[src/rtl/conv_tile_feeder.sv]
// Byte-stream front end for one 3x3-over-4x4 convolution engine: loads a tile, runs the engine, streams back 4 results.
// Optional RUN watchdog enabled by defining CONV_FEED_TIMEOUT_EN.
module conv_tile_feeder #(
  parameter int ENGINE_CYCLES  = 64,
  parameter int TIMEOUT_CYCLES = 255
) (
  input  logic         clk,
  input  logic         rst,
  input  logic [7:0]   s_data,
  input  logic         s_valid,
  output logic         s_ready,
  output logic [127:0] mat_flat,
  output logic [71:0]  kern_flat,
  output logic         eng_rst,
  input  logic         done_in,
  input  logic [31:0]  res_in,
  output logic [7:0]   m_data,
  output logic         m_valid,
  input  logic         m_ready,
  output logic         m_last,
  output logic         err_timeout
);

  localparam int CNT_W = $clog2(TIMEOUT_CYCLES + 2);

  typedef enum logic [1:0] {ST_LOAD, ST_RUN, ST_SEND} state_t;

  state_t             r_state;
  state_t             w_next;
  logic [4:0]         r_idx;
  logic [CNT_W-1:0]   r_cnt;
  logic [1:0]         r_j;
  logic [31:0]        r_res;
  logic [127:0]       r_mat;
  logic [71:0]        r_kern;

  logic               w_in_xfer;
  logic               w_eng_ok;
  logic               w_timeout;
  logic [6:0]         w_bofs;

  assign w_in_xfer = s_valid && s_ready;
  // done_in is sticky in the engine, so it only counts once the minimum run time has elapsed
  assign w_eng_ok  = (r_state == ST_RUN) && (r_cnt >= CNT_W'(ENGINE_CYCLES)) && done_in;
  // bytes 16..24 land in kern slots 0..8, which is exactly the low nibble of the index
  assign w_bofs    = {r_idx[3:0], 3'b000};

`ifdef CONV_FEED_TIMEOUT_EN
  assign w_timeout = (r_state == ST_RUN) && !w_eng_ok && (r_cnt >= CNT_W'(TIMEOUT_CYCLES));
`else
  assign w_timeout = 1'b0;
`endif

  assign mat_flat  = r_mat;
  assign kern_flat = r_kern;

  always_ff @(posedge clk or negedge rst) begin
    if (!rst) begin
      r_state <= ST_LOAD;
    end else begin
      r_state <= w_next;
    end
  end

  always_comb begin
    w_next = r_state;
    case (r_state)
      ST_LOAD: if (w_in_xfer && (r_idx == 5'd24)) w_next = ST_RUN;
      ST_RUN: begin
        if (w_eng_ok)       w_next = ST_SEND;
        else if (w_timeout) w_next = ST_LOAD;
      end
      ST_SEND: if (m_ready && (r_j == 2'd3)) w_next = ST_LOAD;
      default: w_next = ST_LOAD;
    endcase
  end

  always_comb begin
    s_ready     = (r_state == ST_LOAD) && rst;
    eng_rst     = (r_state != ST_RUN);
    m_valid     = (r_state == ST_SEND);
    m_last      = (r_state == ST_SEND) && (r_j == 2'd3);
    m_data      = 8'h00;
    err_timeout = w_timeout;
    if (r_state == ST_SEND) m_data = r_res[{r_j, 3'b000} +: 8];
  end

  always_ff @(posedge clk or negedge rst) begin
    if (!rst) begin
      r_idx  <= '0;
      r_cnt  <= '0;
      r_j    <= '0;
      r_res  <= '0;
      r_mat  <= '0;
      r_kern <= '0;
    end else begin
      if (w_in_xfer) begin
        if (r_idx[4]) r_kern[w_bofs +: 8] <= s_data;
        else          r_mat[w_bofs +: 8]  <= s_data;
        r_idx <= (r_idx == 5'd24) ? 5'd0 : r_idx + 5'd1;
      end
      // cleared whenever not running, so every RUN starts counting from zero
      if (r_state == ST_RUN) begin
        if (!(&r_cnt)) r_cnt <= r_cnt + CNT_W'(1);
      end else begin
        r_cnt <= '0;
      end
      if (w_eng_ok) r_res <= res_in;
      if ((r_state == ST_SEND) && m_ready) r_j <= r_j + 2'd1;
    end
  end

endmodule

[config.mk]
export PLATFORM = sky130hd
export DESIGN_NAME = conv_tile_feeder
export DESIGN_NICKNAME = d
export VERILOG_FILES = /design/src/rtl/conv_tile_feeder.sv
export SDC_FILE = /design/constraint.sdc
export NUM_CORES = 1
export LEC_CHECK = 0
export ABC_AREA = 1
export BUFFER_PORTS_ARGS = -buffer_cell sky130_fd_sc_hd__buf_2
export CORE_UTILIZATION = 43
export DETAILED_ROUTE_END_ITERATION = 10
export PLACE_DENSITY_LB_ADDON = 0.08
export SETUP_SLACK_MARGIN = 0.5
export SLEW_MARGIN = 20
export SYNTH_ARGS = -nofsm -noshare
export SYNTH_HDL_FRONTEND = slang
export SYNTH_SLANG_ARGS = --single-unit
[constraint.sdc]
create_clock -name clk -period 5.6 [get_ports clk]
set_input_delay 0.28 -clock clk [delete_from_list [all_inputs] [get_ports clk]]
set_output_delay 0.28 -clock clk [all_outputs]
set_load 0.1 [all_outputs]
==> impl_results.md, run 1 <==
- Status: complete, no violations
- Port bufs: 256
- IO Pins: 258
- Reg2reg path depth: 8
- Placed Area: 12300 µm²
- Mean Syn Cell Area: 8.67 µm²
- Die ar.: 25800 µm²
- HPWL after DPL: 21.0 mm
- Dpl cells: 1770
- Final design utilization: 54.4%
- Routed Antenna Nets: 0
- Final min period: 3.35 ns
- CTS Buffer Depth: 3
- Final period util: 59.9%
- Core area: 24500 µm²
- Synthesized Nets: 1301
- WS Path Type: reg2reg
- Die height: 161 µm
- Synth unique cells: 31
- Worst Setup Start Kind: register
- Yosys warning total: 0
- Share of layout cells above drive strength 1: 22.9%
- Commonest non-fill, non-tap cell in the layout: nand2_1
- R2R setup slack: 2.25 ns
- Final slew viol count: 0
- Commonest cells after routing, fill and taps aside: 413 x nand2_1, 255 x buf_2, 250 x dfrtp_1
- Hold Startpoint: res_in[5]
- Actual slew at the worst max-slew pin: 1.02 ns
- DR vias/cell: 5.04
- Vias in the first global route: 8706
- RR Startpoint: r_idx[0]$_DFFE_PN0N_
- WP data required: 6.01 ns
- Post-CTS Setup Bufs: 0
- Critical path arrival: 3.77 ns
- RSZ-0062 raised after global routing: no
- Max Cap Viol: 0
- GR Overflow Total: 0
- Die width: 161 µm
- Post-CTS Hold Fix Bufs: 15
- Clk sinks: 250
- CTS clk-pin slew, worst paths: 0.06 ns
- GR Util All Layers: 24.4%
- Post-Syn Area: 10800 µm²
- Hold endpoint: r_res[5]$_DFFE_PN0P_
- Post-CTS sizing: 0
- Num CTS Buffers: 27
- First-pass GRT wire length: 49.6 mm
- Max H-tree Level: 1
- Fin area: 13300 µm²
- Initial antenna violation count: 4
- Routed len/inst: 17.2 µm
- Gate Count Post-Synth: 1248
- Fmax: 298 MHz
- Register area share after synthesis: 57.8%
- CTS root buffer: clkbuf_16
- Initial DRC count: 720
- Final Skew: 0.0199 ns
- Nets: 1543
- CTS tree: built
- Starting Density: 44.1%
- Standard-cell row count: 57
- Pre-antenna DRT Iters: 5
- #FFs+latches synth: 250
- P&R area growth vs syn: 23.2%
- Worst Setup End Kind: register
- Worst hold stages: 3
- Non-Filler Instances: 1838
- Slew Limit Headroom: 31.6%
- RePlAce Congestion: 0.864
- Max FO, Critical Path: 27
- DR vias: 9272
- Pin count of the biggest net entering global routing: 78
- FF-to-FF End: mat_flat[101]$_DFFE_PN0P_
- HP Class: in2reg
- Hold Violations, Final: 0
- TNS Setup: 0 ns
- Final setup viols: 0
- Worst-Skew Late Latency: 0.54 ns
- DR DRC count: 0
- Drt total wl: 31.7 mm
## metrics by stage
| step | setup slack [ns] | hold slack [ns] |
|---|---|---|
| global route | 1.84 | 0.00493 |
| global placement | 2.51 | 0.256 |
| detailed placement | 2.37 | 0.254 |
| CTS | 2.31 | 0.000644 |
| finish | 2.25 | 0.0132 |
| floorplan | 2.70 | -0.0156 |
## metal layers
metal / GRT usage, % / wire length, µm / vias up
met3: 5.19 / 2120 / 56
met4: 8.44 / 845 / 0
met5: 0 / 0 / -
li1: - / - / 4553
met2: 37.5 / 14100 / 292
met1: 34.4 / 14600 / 4371
## layout make-up
| type | instances | area, µm² |
|---|---|---|
| diodes | 4 | 10.0 |
| clock buffers | 40 | 785 |
| clock inverters | 9 | 130 |
| fillers | 2328 | 11200 |
| inverters | 92 | 348 |
| multi-input cells | 841 | 3910 |
| flip-flops and latches | 250 | 6260 |
| well taps | 324 | 405 |
| repair buffers | 278 | 1490 |
## flip-flops by register name, indices dropped and copies added, names as in the netlist
register and cells:
r_idx 5, r_cnt 9, r_j 2, mat_flat 128, r_state 2, r_res 32
kern_flat 72
## synth_stat cells
cell type,number,area [µm²]
nand2_1,413,1550
dfrtp_1,250,6260
o21ai_0,147,736
inv_1,81,304
nand4_1,77,482
nor2_1,65,244
nand3_1,42,210
clkbuf_1,29,109
buf_2,26,130
o21ai_1,23,115
a21oi_1,16,80.1
nor3_1,10,50.1
nor2_2,9,56.3
ha_1,8,100
inv_2,8,30.0
nand3_2,8,80.1
buf_4,6,45.0
nor2_4,6,67.6
nand2_2,5,31.3
nand2_4,3,33.8
xor2_1,3,26.3
buf_1,2,7.51
buf_6,2,22.5
clkinv_1,2,7.51
and3_1,1,6.26
conb_1,1,3.75
inv_4,1,6.26
nand4_2,1,12.5
nor3b_1,1,7.51
o211ai_1,1,7.51
o22ai_1,1,6.26
## critical path, cell delays in order, from the launching register on
cell     delay [ns]
dfrtp_1        0.60
inv_2          0.21
ha_1           0.55
inv_1          0.19
nand3_1        0.14
nor2_2         0.79
nand3_1        0.49
nand2_1        0.18
nand2_1        0.07
## cell families after synthesis
logic type	after synthesis	synth area share (%)
buf+inv	157	6.11
fa+ha+maj	8	0.925
xor+xnor	3	0.243
other cells	1	0.0346
compound gates	188	8.73
simple gates	641	26.2
flops	250	57.8
## worst max-delay path by stage
stage	start	to	slack (ns)	cells past startpoint
2_1_floorplan	r_state[1]$_DFFE_PN0P_	s_ready	2.70	1
3_3_place_gp	r_idx[0]$_DFFE_PN0N_	mat_flat[33]$_DFFE_PN0P_	2.51	8
3_5_place_dp	r_idx[0]$_DFFE_PN0N_	mat_flat[101]$_DFFE_PN0P_	2.37	8
4_1_cts	r_idx[0]$_DFFE_PN0N_	mat_flat[33]$_DFFE_PN0P_	2.31	8
5_1_grt	r_idx[0]$_DFFE_PN0N_	mat_flat[101]$_DFFE_PN0P_	1.84	8
6_report	r_idx[0]$_DFFE_PN0N_	mat_flat[101]$_DFFE_PN0P_	2.25	8
Power of run 1 is left out: the tool's default activity adds up to more than one toggle a clock period on the data nets, which glitch-free logic cannot reach.
==> run 2, diff against run 1 <==
==> constraint.sdc (replaced) <==
create_clock -name clk -period 3.3 [get_ports clk]
set_input_delay 0.165 -clock clk [delete_from_list [all_inputs] [get_ports clk]]
set_output_delay 0.165 -clock clk [all_outputs]
set_load 0.1 [all_outputs]
==> run 2 against run 1 <==
First-iteration DRC count is 7.1% higher. Design area up 2.4%. Clock-buffer cell count is 1 lower. Register-to-register slack worse by 1.5 ns. Critical path type unchanged.
==> impl_results.md, run 2 (synthesis gave the netlist of run 1 again) <==
- Final Skew: 0.0221 ns
- GR Overflow Total: 0
- Status: complete, no violations
- CTS root buffer: clkbuf_16
- Die width: 161 µm
- Hold endpoint: r_state[0]$_DFFE_PN0P_
- Final period util: 77.5%
- Routed Antenna Nets: 0
- WS Path Type: reg2reg
- Max FO, Critical Path: 17
- IO Pins: 258
- Hold Violations, Final: 0
- Critical path arrival: 2.97 ns
- DR DRC count: 0
- Fmax: 391 MHz
- Worst-path cell chain: inv_2 -> ha_2 -> nand2_2 -> nand2_4 -> nand2_1 -> nor2_4 -> buf_4 -> nand3_2 -> nand2_1 -> nand2_1
- Hold Startpoint: done_in
- RSZ-0062 raised after global routing: no
- Die ar.: 25800 µm²
- Final slew viol count: 0
- CTS Buffer Depth: 3
- Placed Area: 12400 µm²
- CTS tree: built
- DR vias/cell: 5.03
- Max H-tree Level: 1
- Num CTS Buffers: 28
- Clk sinks: 250
- HP Class: in2reg
- Drt total wl: 32.3 mm
- Starting Density: 44.1%
- R2R setup slack: 0.74 ns
- Pin count of the biggest net entering global routing: 193
- WP data required: 3.71 ns
- Final setup viols: 0
- TNS Setup: 0 ns
- Die height: 161 µm
- HPWL after DPL: 20.9 mm
- Non-Filler Instances: 1869
- Worst-Skew Late Latency: 0.54 ns
- Most common cell on crit path: nand2_1
- CTS clk-pin slew, worst paths: 0.06 ns
- Worst Setup Start Kind: register
- Worst Setup End Kind: register
- Final min period: 2.56 ns
- FF-to-FF End: kern_flat[55]$_DFFE_PN0P_
- RR Startpoint: r_idx[0]$_DFFE_PN0N_
- First-pass GRT wire length: 51.3 mm
- Initial antenna violation count: 3
- Routed len/inst: 17.3 µm
- Dpl cells: 1781
- Largest register FFs: 128
- Port bufs: 256
- Setup ws final: 0.743 ns
- Slew Limit Headroom: 52.6%
- RePlAce Congestion: 0.829
- Share of layout cells above drive strength 1: 23.6%
- Commonest cells after routing, fill and taps aside: 413 x nand2_1, 255 x buf_2, 248 x dfrtp_1
- Commonest non-fill, non-tap cell in the layout: nand2_1
- Slowest cell on crit path: dfrtp_2
- Worst hold stages: 4
- Fin area: 13700 µm²
- DR vias: 9406
- Core area: 24500 µm²
- Actual slew at the worst max-slew pin: 0.710 ns
- FILL cells: 2322
- GR Util All Layers: 25.1%
- Max Cap Viol: 0
- CP max stage delay: 0.50 ns
- Reg2reg path depth: 10
- P&R area growth vs syn: 26.2%
- Standard-cell row count: 57
- Nets: 1580
- Pre-antenna DRT Iters: 6
- Initial DRC count: 771
- Setup slack at placement: 0.413 ns
- Vias in the first global route: 9280
## run 2: how the worst max path moves through the flow
stage                           start                        end  slack (ns)  cells after the start
6_report         r_idx[0]$_DFFE_PN0N_  kern_flat[55]$_DFFE_PN0P_        0.74                     10
2_1_floorplan  r_state[1]$_DFFE_PN0P_                    s_ready        0.51                      1
3_5_place_dp     r_idx[0]$_DFFE_PN0N_  kern_flat[18]$_DFFE_PN0P_        0.41                      7
3_3_place_gp     r_idx[0]$_DFFE_PN0N_   mat_flat[97]$_DFFE_PN0P_        0.58                      8
5_1_grt            r_j[1]$_DFFE_PN0P_                  m_data[1]        0.50                      5
4_1_cts          r_idx[0]$_DFFE_PN0N_   mat_flat[82]$_DFFE_PN0P_        0.54                      7
## run 2: worst max-delay path, delay by kind of cell, from the launching register on
family	cells	cell delay [ns]
adders and majority gates	1	0.24
buffers and inverters	2	0.51
DFF	1	0.50
and+or+nand+nor	7	1.16
## run 2: metrics by stage
stage | util (%) | hold WS, ns
after global placement | 50.4 | 0.144
after CTS | 55.3 | 0.0463
after global routing | 55.7 | 0.0697
after detailed placement | 50.4 | 0.149
after floorplan | - | -0.131
final | 55.7 | 0.0573
## run 2: per-layer routing
| metal | up-vias | part of all wire [%] | wire length, µm | global-route usage (%) |
|---|---|---|---|---|
| met4 | 0 | 2.3 | 742 | 6.71 |
| met2 | 321 | 46 | 14900 | 39.4 |
| met5 | - | 0 | 0 | 0 |
| met1 | 4409 | 44 | 14300 | 35.1 |
| li1 | 4632 | - | - | - |
| met3 | 44 | 7.2 | 2330 | 5.42 |
## run 2: repair_timing
item,CTS,global route
hold buffers,34,0
pin swaps,0,2
hold endpoints to repair,93,0
buffers inserted,0,4
gates cloned,0,1
setup endpoints to repair,40,88
resized for setup,1,3
## run 2: final cells by class
type	count	area, µm²	area share [%]
Sequential cell	250	6260	45.8
Multi-Input combinational cell	842	3920	28.7
Timing Repair Buffer	313	1850	13.5
Clock buffer	39	813	5.95
Tap cell	324	405	2.97
Inverter	92	348	2.55
Clock inverter	6	58.8	0.430
Antenna cell	3	7.51	0.0550
Power of run 2 is left out for the same reason.
==> run 3, diff against run 2 <==
==> constraint.sdc (replaced) <==
create_clock -name clk -period 2.5 [get_ports clk]
set_input_delay 0.125 -clock clk [delete_from_list [all_inputs] [get_ports clk]]
set_output_delay 0.125 -clock clk [all_outputs]
set_load 0.1 [all_outputs]
==> run 3 against run 2 <==
Utilization rose by 3.0 points. Highest routed layer unchanged. Final cell count rose by 1.9%. Via count is 3.1% higher. Register-to-register slack lost 0.15 ns. Setup slack lost 0.23 ns. The run now ends with negative hold slack left. Critical path depth is 5 lower. Non-clock buffer count rose by 38. Clock skew is 0.0064 ns lower. Global-route usage about the same.
==> impl_results.md, run 3 (synthesis gave the netlist of run 1 again) <==
- Hold Slack: -0.209 ns
- Slew Limit Headroom: 34.4%
- CP bufs+invs: 3
- Cell family with most CP delay: flip-flops
- Die ar.: 25800 µm²
- Status: complete, but fails checks
- Vias in the first global route: 9217
- Routed Antenna Nets: 0
- Slowest cell on crit path: dfrtp_2
- Num CTS Buffers: 28
- Starting Density: 44.1%
- Reg2reg path depth: 11
- Drt total wl: 32.7 mm
- Commonest cells after routing, fill and taps aside: 408 x nand2_1, 248 x dfrtp_1, 244 x buf_2
- Fin area: 14400 µm²
- Final setup viols: 0
- R2R setup slack: 0.59 ns
- RePlAce Congestion: 0.809
- CTS clk-pin slew, worst paths: 0.06 ns
- FF-to-FF End: mat_flat[95]$_DFFE_PN0P_
- Final period util: 79.5%
- HPWL after DPL: 21.2 mm
- Worst Setup Start Kind: register
- Core area: 24500 µm²
- Final Skew: 0.0157 ns
- WP data required: 2.38 ns
- Actual slew at the worst max-slew pin: 0.984 ns
- Worst Setup End Kind: output port
- Pin count of the biggest net entering global routing: 189
- Critical path arrival: 1.86 ns
- Max H-tree Level: 1
- Initial DRC count: 789
- Fmax: 503 MHz
- TNS Setup: 0 ns
- Nets: 1617
- CP max stage delay: 0.44 ns
- Hold Violations, Final: 250
- FILL cells: 2175
- First-pass GRT wire length: 51.2 mm
- RR Startpoint: r_idx[1]$_DFFE_PN0N_
- Final min period: 1.99 ns
- CTS root buffer: clkbuf_16
- RSZ-0062 raised after global routing: yes
- HP Class: in2async
- CTS Buffer Depth: 3
- Largest register FFs: 128
- Commonest non-fill, non-tap cell in the layout: nand2_1
- Standard-cell row count: 57
- Max FO, Critical Path: 4
- Clk sinks: 250
- Violated checks: negative hold slack
- Final slew viol count: 0
- Share of layout cells above drive strength 1: 27.7%
- Initial antenna violation count: 0
- DR DRC count: 0
- Port bufs: 256
- Post-CTS Hold Fix Bufs: 34
- GR Overflow Total: 0
- Die height: 161 µm
- IO Pins: 258
- Pre-antenna DRT Iters: 7
- Worst-path cell chain: clkinvlp_4 -> buf_4 -> o21ai_0 -> a21oi_4 -> buf_12
- Placed Area: 12600 µm²
- Routed len/inst: 17.2 µm
- DR vias/cell: 5.09
- WS Path Type: reg2out
- Diode count: 0
- Max Cap Viol: 0
- GR Util All Layers: 25.1%
- CTS tree: built
- DR vias: 9698
- Die width: 161 µm
- Worst-Skew Late Latency: 0.55 ns
- P&R area growth vs syn: 33.0%
## run 3: layer usage
layer / wire length [µm] / vias to the layer above / part of all wire (%) / GRT usage, %
met5: 0 / - / 0 / 0
met4: 869 / 0 / 2.7 / 7.92
met3: 2210 / 59 / 6.7 / 5.24
met2: 15200 / 322 / 46 / 40.0
met1: 14500 / 4609 / 44 / 34.2
li1: - / 4708 / - / -
## run 3: worst register-to-register path, cell delays in order, from the launching register on
cell and delay (ns):
dfrtp_1 0.41, inv_1 0.14, ha_4 0.15, inv_1 0.03, nand2_1 0.14, nand2_8 0.12
buf_12 0.15, nor2_4 0.16, nand2_2 0.18, nor2_4 0.22, nand2_1 0.08, nand2_1 0.07
## run 3: through the flow
| stage | instances | util, % | setup slack [ns] |
|---|---|---|---|
| final | 1905 | 58.7 | 0.514 |
| after global routing | 1905 | 58.7 | 0.435 |
| after CTS | 1887 | 57.4 | 0.410 |
| after detailed placement | 1790 | 51.5 | 0.253 |
| after global placement | 1790 | 51.5 | 0.322 |
| after floorplan | 1248 | - | 0.352 |
## run 3: worst max path at each step
stage,start,to,cells after the start
after floorplan,r_state[0]$_DFFE_PN0P_,r_j[0]$_DFFE_PN0P_,5
after global placement,r_idx[0]$_DFFE_PN0N_,mat_flat[53]$_DFFE_PN0P_,9
final,r_j[0]$_DFFE_PN0P_,m_data[2],5
after CTS,r_idx[1]$_DFFE_PN0N_,kern_flat[30]$_DFFE_PN0P_,9
after global routing,r_idx[1]$_DFFE_PN0N_,mat_flat[90]$_DFFE_PN0P_,11
after detailed placement,r_idx[1]$_DFFE_PN0N_,mat_flat[55]$_DFFE_PN0P_,10
## run 3: final cells by class
class	count	area (µm²)	share of cell area, %
Sequential cell	250	6260	43.5
Tap cell	324	405	2.82
Multi-Input combinational cell	841	4210	29.3
Clock buffer	40	786	5.46
Inverter	92	379	2.63
Clock inverter	7	50.0	0.348
Timing Repair Buffer	351	2300	16.0
## run 3: repair_timing
action,CTS,global route
pin swaps,3,6
buffers inserted,16,17
resized for setup,45,38
endpoints found under the hold margin,286,250
gates cloned,0,1
endpoints found under the setup margin,163,173
Power of run 3 is left out for the same reason.
